<file path="src/rtl/pattern_matcher_pkg.sv">
// -----------------------------------------------------------------------------
// pattern_matcher_pkg
// Shared types and helpers for the streaming pattern matcher.
//   pm_state_t : load/arm state machine encoding
//   cnt_w(n)   : width of a counter that must hold the values 0..n
// -----------------------------------------------------------------------------
package pattern_matcher_pkg;

    typedef enum logic [1:0] {
        PM_EMPTY   = 2'd0,
        PM_LOADING = 2'd1,
        PM_FILL    = 2'd2,
        PM_RUN     = 2'd3
    } pm_state_t;

    function automatic int cnt_w(input int n);
        return $clog2(n + 1);
    endfunction

endpackage

</file>
<file path="src/rtl/pm_shift_reg.sv">
// -----------------------------------------------------------------------------
// pm_shift_reg
// Serial-in / parallel-out shift register. New bits enter at bit 0 and move
// toward bit W-1, so the first bit received ends up in the MSB.
// Ports:
//   clk      in  1  clock, rising edge
//   rnot     in  1  asynchronous active-low reset (loads RST_VAL)
//   clr      in  1  synchronous clear to zero; if shift_en is also high the
//                   incoming bit lands in bit 0 of the cleared register
//   shift_en in  1  shift one bit in
//   din      in  1  serial data
//   q        out W  parallel contents
// -----------------------------------------------------------------------------
module pm_shift_reg #(
    parameter int             W       = 8,
    parameter logic [W-1:0]   RST_VAL = {W{1'b0}}
) (
    input  logic         clk,
    input  logic         rnot,
    input  logic         clr,
    input  logic         shift_en,
    input  logic         din,
    output logic [W-1:0] q
);

    logic [W-1:0] q_r;
    logic [W-1:0] shifted_s;

    // Value after one shift step.
    always_comb begin
        shifted_s = {q_r[W-2:0], din};
    end

    // Register update: reset, clear (optionally with one bit in), or shift.
    always_ff @(posedge clk or negedge rnot) begin
        if (!rnot) begin
            q_r <= RST_VAL;
        end else if (clr) begin
            if (shift_en) begin
                q_r <= {{(W-1){1'b0}}, din};
            end else begin
                q_r <= {W{1'b0}};
            end
        end else if (shift_en) begin
            q_r <= shifted_s;
        end else begin
            q_r <= q_r;
        end
    end

    assign q = q_r;

endmodule

</file>
<file path="src/rtl/pattern_matcher.sv">
// -----------------------------------------------------------------------------
// pattern_matcher
// Streaming detector: a serially programmed N-bit pattern is compared against
// an N-bit sliding window of a qualified serial signal. A load/arm FSM keeps
// partially loaded patterns and partially filled windows from matching.
// Optional build macro: MASK_EN adds a per-bit care register fed by prgm_care
// (care=0 positions are don't-care). Without it every bit is compared and
// prgm_care is ignored.
// Ports:
//   clk       in  1      clock, rising edge
//   rnot      in  1      asynchronous active-low reset
//   prgm_en   in  1      program strobe, one pattern bit per cycle
//   prgm_bit  in  1      pattern bit
//   prgm_care in  1      care bit (MASK_EN builds only)
//   sig_valid in  1      signal strobe, one window bit per cycle
//   sig_bit   in  1      signal bit
//   cnt_clr   in  1      synchronous clear of match_cnt
//   armed     out 1      pattern loaded and window full
//   match     out 1      one-cycle pulse per matching window
//   match_cnt out CNT_W  saturating match count
// -----------------------------------------------------------------------------
module pattern_matcher
    import pattern_matcher_pkg::*;
#(
    parameter int N     = 1024,
    parameter int CNT_W = 16
) (
    input  logic             clk,
    input  logic             rnot,
    input  logic             prgm_en,
    input  logic             prgm_bit,
    input  logic             prgm_care,
    input  logic             sig_valid,
    input  logic             sig_bit,
    input  logic             cnt_clr,
    output logic             armed,
    output logic             match,
    output logic [CNT_W-1:0] match_cnt
);

    localparam int              CW        = cnt_w(N);
    localparam logic [CW-1:0]   FULL_C    = CW'(N);
    localparam logic [CW-1:0]   LAST_C    = CW'(N - 1);
    localparam logic [CW-1:0]   ONE_C     = {{(CW-1){1'b0}}, 1'b1};
    localparam logic [CW-1:0]   ZERO_C    = {CW{1'b0}};
    localparam logic [CNT_W-1:0] CNT_MAX_C = {CNT_W{1'b1}};
    localparam logic [CNT_W-1:0] CNT_ONE_C = {{(CNT_W-1){1'b0}}, 1'b1};

    pm_state_t          state_r;
    pm_state_t          next_state_s;
    logic [CW-1:0]      ld_cnt_r;
    logic [CW-1:0]      ld_cnt_nxt_s;
    logic [CW-1:0]      fill_cnt_r;
    logic [CW-1:0]      fill_cnt_nxt_s;

    logic [N-1:0]       pattern_s;
    logic [N-1:0]       window_s;
    logic [N-1:0]       next_window_s;
    logic [N-1:0]       diff_s;

    logic               prog_start_s;
    logic               win_shift_s;
    logic               eval_s;
    logic               hit_s;

    logic               armed_r;
    logic               match_r;
    logic [CNT_W-1:0]   match_cnt_r;
    logic [CNT_W-1:0]   match_cnt_nxt_s;

    // The window's MSB is shifted out and never compared directly.
    logic               unused_win_msb_s;
    assign unused_win_msb_s = window_s[N-1];

    // Strobe decode. A strobe outside LOADING starts a fresh load and throws
    // away the current window; programming always beats the signal strobe.
    always_comb begin
        prog_start_s = prgm_en && (state_r != PM_LOADING);
        win_shift_s  = sig_valid && !prgm_en &&
                       ((state_r == PM_FILL) || (state_r == PM_RUN));
        eval_s       = win_shift_s &&
                       ((state_r == PM_RUN) || (fill_cnt_r == LAST_C));
    end

    pm_shift_reg #(
        .W       (N),
        .RST_VAL ({N{1'b0}})
    ) u_pattern (
        .clk      (clk),
        .rnot     (rnot),
        .clr      (1'b0),
        .shift_en (prgm_en),
        .din      (prgm_bit),
        .q        (pattern_s)
    );

    pm_shift_reg #(
        .W       (N),
        .RST_VAL ({N{1'b0}})
    ) u_window (
        .clk      (clk),
        .rnot     (rnot),
        .clr      (prog_start_s),
        .shift_en (win_shift_s),
        .din      (sig_bit),
        .q        (window_s)
    );

`ifdef MASK_EN
    logic [N-1:0] care_s;

    pm_shift_reg #(
        .W       (N),
        .RST_VAL ({N{1'b1}})
    ) u_care (
        .clk      (clk),
        .rnot     (rnot),
        .clr      (1'b0),
        .shift_en (prgm_en),
        .din      (prgm_care),
        .q        (care_s)
    );

    // Compare the post-shift window, ignoring don't-care positions.
    always_comb begin
        next_window_s = {window_s[N-2:0], sig_bit};
        diff_s        = (next_window_s ^ pattern_s) & care_s;
        hit_s         = eval_s && (diff_s == {N{1'b0}});
    end
`else
    logic unused_prgm_care_s;
    assign unused_prgm_care_s = prgm_care;

    // Compare the post-shift window against every pattern bit.
    always_comb begin
        next_window_s = {window_s[N-2:0], sig_bit};
        diff_s        = next_window_s ^ pattern_s;
        hit_s         = eval_s && (diff_s == {N{1'b0}});
    end
`endif

    // Load/arm FSM next-state and counter updates.
    always_comb begin
        next_state_s   = state_r;
        ld_cnt_nxt_s   = ld_cnt_r;
        fill_cnt_nxt_s = fill_cnt_r;
        case (state_r)
            PM_EMPTY, PM_FILL, PM_RUN: begin
                if (prog_start_s) begin
                    next_state_s   = PM_LOADING;
                    ld_cnt_nxt_s   = ONE_C;
                    fill_cnt_nxt_s = ZERO_C;
                end else if (win_shift_s && (state_r == PM_FILL)) begin
                    if (fill_cnt_r != FULL_C) begin
                        fill_cnt_nxt_s = fill_cnt_r + ONE_C;
                    end else begin
                        fill_cnt_nxt_s = fill_cnt_r;
                    end
                    if (fill_cnt_r == LAST_C) begin
                        next_state_s = PM_RUN;
                    end else begin
                        next_state_s = PM_FILL;
                    end
                end else begin
                    next_state_s = state_r;
                end
            end
            PM_LOADING: begin
                if (prgm_en) begin
                    if (ld_cnt_r != FULL_C) begin
                        ld_cnt_nxt_s = ld_cnt_r + ONE_C;
                    end else begin
                        ld_cnt_nxt_s = ld_cnt_r;
                    end
                    if (ld_cnt_r == LAST_C) begin
                        next_state_s = PM_FILL;
                    end else begin
                        next_state_s = PM_LOADING;
                    end
                end else begin
                    next_state_s = PM_LOADING;
                end
            end
            default: begin
                next_state_s   = PM_EMPTY;
                ld_cnt_nxt_s   = ZERO_C;
                fill_cnt_nxt_s = ZERO_C;
            end
        endcase
    end

    // Saturating match counter; a clear coinciding with a hit leaves one.
    always_comb begin
        if (cnt_clr) begin
            if (hit_s) begin
                match_cnt_nxt_s = CNT_ONE_C;
            end else begin
                match_cnt_nxt_s = {CNT_W{1'b0}};
            end
        end else if (hit_s && (match_cnt_r != CNT_MAX_C)) begin
            match_cnt_nxt_s = match_cnt_r + CNT_ONE_C;
        end else begin
            match_cnt_nxt_s = match_cnt_r;
        end
    end

    // FSM state and load/fill counters.
    always_ff @(posedge clk or negedge rnot) begin
        if (!rnot) begin
            state_r    <= PM_EMPTY;
            ld_cnt_r   <= ZERO_C;
            fill_cnt_r <= ZERO_C;
        end else begin
            state_r    <= next_state_s;
            ld_cnt_r   <= ld_cnt_nxt_s;
            fill_cnt_r <= fill_cnt_nxt_s;
        end
    end

    // Registered outputs; armed follows the state being entered on this edge.
    always_ff @(posedge clk or negedge rnot) begin
        if (!rnot) begin
            armed_r     <= 1'b0;
            match_r     <= 1'b0;
            match_cnt_r <= {CNT_W{1'b0}};
        end else begin
            armed_r     <= (next_state_s == PM_RUN);
            match_r     <= hit_s;
            match_cnt_r <= match_cnt_nxt_s;
        end
    end

    assign armed     = armed_r;
    assign match     = match_r;
    assign match_cnt = match_cnt_r;

endmodule

</file>
<file path="config.mk">
export PLATFORM = sky130hd
export DESIGN_NAME = pattern_matcher
export DESIGN_NICKNAME = d
export VERILOG_FILES = /design/src/rtl/pattern_matcher_pkg.sv /design/src/rtl/pm_shift_reg.sv /design/src/rtl/pattern_matcher.sv
export SDC_FILE = /design/constraint.sdc
export NUM_CORES = 2
export LEC_CHECK = 0
export BUFFER_PORTS_ARGS = -buffer_cell sky130_fd_sc_hd__clkbuf_2
export CAP_MARGIN = 40
export CORE_AREA = 4 4 421 423
export CTS_BUF_LIST = sky130_fd_sc_hd__clkbuf_16
export DETAILED_ROUTE_END_ITERATION = 16
export DIE_AREA = 0 0 425 427
export SKIP_LAST_GASP = 1
export SYNTH_ARGS = -nofsm -noshare
export SYNTH_HDL_FRONTEND = slang
export SYNTH_SLANG_ARGS = --single-unit
</file>
<file path="constraint.sdc">
create_clock -name clk -period 8 [get_ports clk]
set_input_delay 0.8 -clock clk [delete_from_list [all_inputs] [get_ports clk]]
set_output_delay 0.8 -clock clk [all_outputs]
set_load 0.03 [all_outputs]
</file>
== Word level (Yosys, flattened, before mapping) ==
Index checks and enable logic that the tools add are counted.

* Add/sub/neg operators: 3
* Bitwise logic cells: 1
* Equality and inequality tests: 13
* Multiplexer cells: 19
* Reductions and logical operators: 19

{| class="wikitable"
|+ Operators by type and width
! operator !! count
|-
| $mux W1023 || 2
|-
| $logic_not A1024 Y1 || 1
|-
| $xor A1024 B1024 Y1024 || 1
|-
| $mux W11 || 6
|-
| $mux W16 || 2
|-
| $add A11 B1 Y11 const B || 2
|-
| $eq A11 B10 Y1 const B || 2
|-
| $ne A11 B11 Y1 const B || 2
|-
| $pmux W11 S2 || 1
|-
| $add A16 B1 Y16 const B || 1
|-
| $ne A16 B16 Y1 const B || 1
|-
| $mux W2 || 4
|-
| $reduce_bool A2 Y1 || 4
|-
| $logic_and A1 B1 Y1 || 7
|-
| $eq A2 B2 Y1 const B || 3
|-
| $ne A2 B2 Y1 const B || 3
|-
| $reduce_and A3 Y1 || 2
|-
| $pmux W2 S2 || 1
|-
| $mux W1 || 3
|-
| $reduce_or A3 Y1 || 1
|-
| $eq A2 B1 Y1 const B || 1
|-
| $logic_not A2 Y1 || 1
|-
| $logic_or A1 B1 Y1 || 2
|-
| $ne A2 B1 Y1 const B || 1
|-
| $logic_not A1 Y1 || 1
|}

* Output and inout bits: 18
* Word-level logic and storage cells: 63
* Bits in registers: 2,089

== Depth between registers and ports, before layout ==
* Depth in word-level cells: 8
* Mapped depth: 11
* Mapped depth without buffers: 10

== Modules after synthesis ==
From an unflattened synthesis, not the netlist that was laid out.

* Cell total of the unflattened synthesis: 8,246
* Area total of the unflattened synthesis: 95,758.1 µm²

{| class="wikitable"
|+ Modules (own cells, without submodules)
! module !! cells each !! area an instance (µm²) !! instances
|-
| pm_shift_reg || 3,301 || 41,143.2 || 2
|-
| pattern_matcher || 1,644 || 13,471.7 || 1
|}

== Least setup slack after synthesis ==
No wires, ideal clock.

* Path kind: input port to flip-flop
* Start point: input sig_bit
* End point: register match_cnt_r[6], in the netlist match_cnt[6]
* Path buffers: 1
* Cell stages on the path: 10
* Slack: 5,002 ps
* Data arrival time: 2,873 ps
* Cells stage by stage: xor2_1 -> nor4_1 -> nand4_1 -> nor4_1 -> nand3_1 -> nor4_4 -> nand2_2 -> buf_2 -> nor2_1 -> mux2_2

* Cells in the longest elaborated chain, start to end: 5

{| class="wikitable"
|+ Ends and longest elaborated chain
! element !! RTL line !! RTL
|-
| from (decl) || pattern_matcher.sv:34 || <nowiki>input logic sig_bit,</nowiki>
|-
| $xor A1024 B1024 Y1024 || pattern_matcher.sv:137 || <nowiki>diff_s = next_window_s ^ pattern_s;</nowiki>
|-
| $logic_not A1024 Y1 || pattern_matcher.sv:138 || <nowiki>hit_s = eval_s && (diff_s == {N{1'b0}});</nowiki>
|-
| $logic_and A1 B1 Y1 || pattern_matcher.sv:138 ||
|-
| $logic_and A1 B1 Y1 || pattern_matcher.sv:200 || <nowiki>end else if (hit_s && (match_cnt_r != CNT_MAX_C)) begin</nowiki>
|-
| $reduce_bool A2 Y1 (no source line) || - ||
|-
| to (signal assigned) || pattern_matcher.sv:225 || <nowiki>match_cnt_r <= {CNT_W{1'b0}};</nowiki>
|-
| to (signal assigned) || pattern_matcher.sv:229 || <nowiki>match_cnt_r <= match_cnt_nxt_s;</nowiki>
|-
| to (decl) || pattern_matcher.sv:68 || <nowiki>logic [CNT_W-1:0] match_cnt_r;</nowiki>
|}

Every way passes these cells.
A chain may end at the register's enable or synchronous reset.

== Final worst setup path ==
* Start point: register u_window.q_r[466], in the netlist u_window.q[466]
* End point: register match_cnt_r[8], in the netlist match_cnt[8]

* Cells in the longest elaborated chain, start to end: 5

{| class="wikitable"
|+ Ends and longest elaborated chain
! element !! RTL line !! RTL
|-
| from (decl) || pm_shift_reg.sv:26 || <nowiki>logic [W-1:0] q_r;</nowiki>
|-
| from (signal assigned) || pm_shift_reg.sv:40 || <nowiki>q_r <= {{(W-1){1'b0}}, din};</nowiki>
|-
| from (signal assigned) || pm_shift_reg.sv:42 || <nowiki>q_r <= {W{1'b0}};</nowiki>
|-
| from (signal assigned) || pm_shift_reg.sv:45 || <nowiki>q_r <= shifted_s;</nowiki>
|-
| $xor A1024 B1024 Y1024 || pattern_matcher.sv:137 ||
|-
| $logic_not A1024 Y1 || pattern_matcher.sv:138 ||
|-
| $logic_and A1 B1 Y1 || pattern_matcher.sv:138 ||
|-
| $logic_and A1 B1 Y1 || pattern_matcher.sv:200 ||
|-
| $reduce_bool A2 Y1 (no source line) || - ||
|}

Every way passes these cells.

==> results.md <==
- Outcome: complete, no violations
- Cell-by-cell trace of the critical path: xor2_1 -> nor4_1 -> nand4_1 -> nor4_1 -> nand4_1 -> nor4_4 -> nand2_2 -> nor3_1 -> mux2_2
- Total Power: 22.0 mW
- Flip-flop cell with the highest count after synthesis: sky130_fd_sc_hd__dfrtp_1
- Core area: 173000 sq um
- Clock tree from TritonCTS: built
- Worst-case setup slack after placement: 2.90 ns
- Fmax: 0.192 GHz
- Die outline area: 181000 sq um
- Sum of negative setup slack: 0 ns
- Count of placed standard cells in the final layout, fillers left out: 8673
- Starting DRT DRC Count: 6260
- Final setup violation count: 0
- Clock Path Buffers: 3
- Fraction of final layout cells with drive strength greater than 1: 24.1%
- CP arrival: 5.95 ns
- Initial Util: 49.8%
- Utilization of the core after routing: 55.8%
- Pin count of the biggest net entering global routing: 188
- Global-route usage over all layers: 32.0%
- Area growth from synthesis to layout: 12.0%
- Total of buffers placed on input and output ports: 24
- Maximum capacitance violations: 0
- Wire length reported by the detailed router: 292000 microns
- Routed via count: 54400
- Sequential area share after synthesis: 60.5%
- Total congestion overflow: 0
- Clk sinks: 2089
- Number of core rows: 153
- Worst vdd rail ir drop: 0.215 mV
- EDFF count, synth: 0
- Cell leakage power: 51.2 nW
- Post-detailed-route via-to-cell ratio: 6.27
- Number of antenna-violating nets in the routed design: 0
- Final slew viol count: 0
- Buffers inserted by post-CTS timing repair: 0
- Worst Slack Setup Final: 2.78 ns
- Placed Instances: 8256
- Number of antenna violations at the first check in global routing: 14
- # DRC: 0
- Flop and latch count out of synthesis: 2089
- Required time of the critical path: 8.73 ns
- HPWL reported at the end of detailed placement: 216000 microns
- Synthesized area per cell: 14.2 sq um
- Critical path start-end classification: reg2reg
- FFs w/ async S/R, synth: 100%
- Area of placed instances: 90000 sq um
- Worst skew pair latency: 0.88 ns
- Worst-case hold slack: 0.197 ns
- Total power per unit cell area: 227 nW/um^2
- # IOs: 26
- Wire length of the first global-routing pass: 409000 microns
- Final Cycle Share: 65.2%
- Post-cts repair resize count: 0
- Master of the slowest instance on the critical path: sky130_fd_sc_hd__nor4_1
- Fin Clk Skew: 0.0460 ns
- Global placement routability congestion: 1.03
- Post-synth cell types: 40
- Clock root buffer master: sky130_fd_sc_hd__clkbuf_16
- # nets final: 6172
- H-Tree Depth: 4
- Final design area excluding fillers: 96700 sq um
- CP max stage delay: 0.90 ns
- Setup crit start kind: register
- Mapped Cells: 6074
- Syn. warnings: 0
- Final routed wire length divided by cell count: 33.6 microns
- CP Capture Type: register
- Min Tclk post-route: 5.22 ns
- Critical path peak fanout: 16
- Width of the die: 425 microns
- Detailed-routing iteration count for the pre-antenna-repair pass: 8
- Number of clock buffers inserted by TritonCTS: 216
- Vias in the first global route: 52400
- Hold violation count in the final report: 0
- Floorplan die height: 427 microns
- Max-Slew Margin vs Limit: 26.6%
- Clk pin slew, worst setup/hold paths: 0.06 ns
- Total nets after synthesis: 6087
- RSZ-0062 raised after global routing: no
- Actual transition at the worst max-transition pin: 1.09 ns
- Cell Area, Synth: 86400 sq um
- Class of the worst hold path: in2reg
[final cells by class]
cell class                      count  area, sq um
Fill cell                       14300        76700
Sequential cell                  2089        52300
Multi-Input combinational cell   3618        32800
Clock buffer                      217         5430
Tap cell                         2325         2910
Timing Repair Buffer              214         2010
Clock inverter                    180         1210
Inverter                           20         75.1
Antenna cell                       10         25.0
[cells by family after synthesis]
family                     Yosys count  synth area share, %
DFF                               2089                 60.5
and+or+nand+nor                    490                 3.37
adders and majority gates            5               0.0724
muxes                             1021                 13.3
buffers and inverters              367                 1.60
xor gates and xnor gates          1032                 10.5
AOI/OAI and AO/OA                 1070                 10.7
[metal layers]
layer	vias to the layer above	track usage, %	wire length, microns
li1	22500	-	-
met1	29200	46.4	127000
met2	2225	44.9	123000
met3	514	6.68	22200
met4	2	17.6	19200
met5	-	0	13
[critical path, delay by kind of cell, from the launching register on]
family	cells	cell delay (ns)
flops	1	0.41
mux	1	0.35
simple gates	7	4.05
xor+xnor	1	0.25
[sequential cells by signal, summed over array words and instances (netlist names)]
| name | count |
|---|---|
| armed | 1 |
| ld_cnt_r | 11 |
| u_window.q | 1023 |
| match | 1 |
| u_pattern.q | 1024 |
| state_r | 2 |
| fill_cnt_r | 11 |
| match_cnt | 16 |
[worst paths after layout]
check,from,endpoint,slack [ns],depth (start not counted)
setup reg to reg,u_window.q[466],match_cnt[8],2.78,9
setup / recovery,u_window.q[466],match_cnt[8],2.78,9
hold reg to reg,ld_cnt_r[1],ld_cnt_r[1],0.51,2
min in group asynchronous,rnot,ld_cnt_r[4],0.50,2
max in group asynchronous,rnot,u_pattern.q[17],5.42,4
hold / removal,prgm_bit,u_pattern.q[0],0.20,2
[power by group]
part	internal [mW]	switching, mW
combinational	0.476	1.04
sequential	10.7	0.178
clock	5.21	4.34
total	16.4	5.55
[cell usage in the layout, fill, tap and decap left out, types with 3 or more instances in the layout]
| cell | instances |
|---|---|
| sky130_fd_sc_hd__nor4_2 | 12 |
| sky130_fd_sc_hd__clkinv_2 | 30 |
| sky130_fd_sc_hd__buf_2 | 23 |
| sky130_fd_sc_hd__or3_1 | 7 |
| sky130_fd_sc_hd__nor3_1 | 12 |
| sky130_fd_sc_hd__clkbuf_2 | 22 |
| sky130_fd_sc_hd__dfrtp_1 | 2089 |
| sky130_fd_sc_hd__clkdlybuf4s15_2 | 10 |
| sky130_fd_sc_hd__o21ai_0 | 24 |
| sky130_fd_sc_hd__buf_16 | 8 |
| sky130_fd_sc_hd__diode_2 | 10 |
| sky130_fd_sc_hd__bufinv_16 | 9 |
| sky130_fd_sc_hd__o22ai_1 | 4 |
| sky130_fd_sc_hd__nor4_1 | 204 |
| sky130_fd_sc_hd__nand4_1 | 128 |
| sky130_fd_sc_hd__clkinv_16 | 6 |
| sky130_fd_sc_hd__a21oi_1 | 11 |
| sky130_fd_sc_hd__or4_1 | 3 |
| sky130_fd_sc_hd__nor2b_1 | 10 |
| sky130_fd_sc_hd__ha_1 | 5 |
| sky130_fd_sc_hd__and3_1 | 6 |
| sky130_fd_sc_hd__buf_6 | 3 |
| sky130_fd_sc_hd__inv_6 | 3 |
| sky130_fd_sc_hd__nor2_1 | 35 |
| sky130_fd_sc_hd__mux2_2 | 1020 |
| sky130_fd_sc_hd__buf_12 | 23 |
| sky130_fd_sc_hd__xnor2_1 | 279 |
| sky130_fd_sc_hd__inv_16 | 3 |
| sky130_fd_sc_hd__buf_4 | 120 |
| sky130_fd_sc_hd__nand3_1 | 20 |
| sky130_fd_sc_hd__nand2_1 | 35 |
| sky130_fd_sc_hd__xor2_1 | 753 |
| sky130_fd_sc_hd__nand4b_1 | 5 |
| sky130_fd_sc_hd__clkinv_1 | 59 |
| sky130_fd_sc_hd__a22o_1 | 1021 |
| sky130_fd_sc_hd__inv_1 | 86 |
| sky130_fd_sc_hd__clkbuf_16 | 217 |
[repair_timing]
item | 4_1_cts | 5_1_grt
endpoints found under the hold margin | 107 | 0
setup endpoints to repair | 0 | 0
hold buffers | 1 | 0
[cell usage after synthesis (all sizes together) (2+ instances only)]
cell | count | share of area, %
dfrtp | 2089 | 61
a22o | 1021 | 10
mux2 | 1020 | 13
xor2 | 753 | 7.6
clkbuf | 334 | 1.5
xnor2 | 279 | 2.8
nor4 | 218 | 1.6
nand4 | 128 | 0.93
nand2 | 36 | 0.16
nor2 | 36 | 0.16
o21ai | 26 | 0.15
inv | 20 | 0.087
nand3 | 20 | 0.12
buf | 13 | 0.058
a21oi | 12 | 0.070
nor3 | 12 | 0.070
nor2b | 10 | 0.072
or3 | 7 | 0.051
and3 | 6 | 0.043
ha | 5 | 0.072
nand4b | 5 | 0.051
o22ai | 4 | 0.029
or4 | 4 | 0.039
a22oi | 2 | 0.017
and2 | 2 | 0.014
nand3b | 2 | 0.017
nor4b | 2 | 0.020
o31ai | 2 | 0.017
Note: power is estimated with default switching activity, not from simulation.
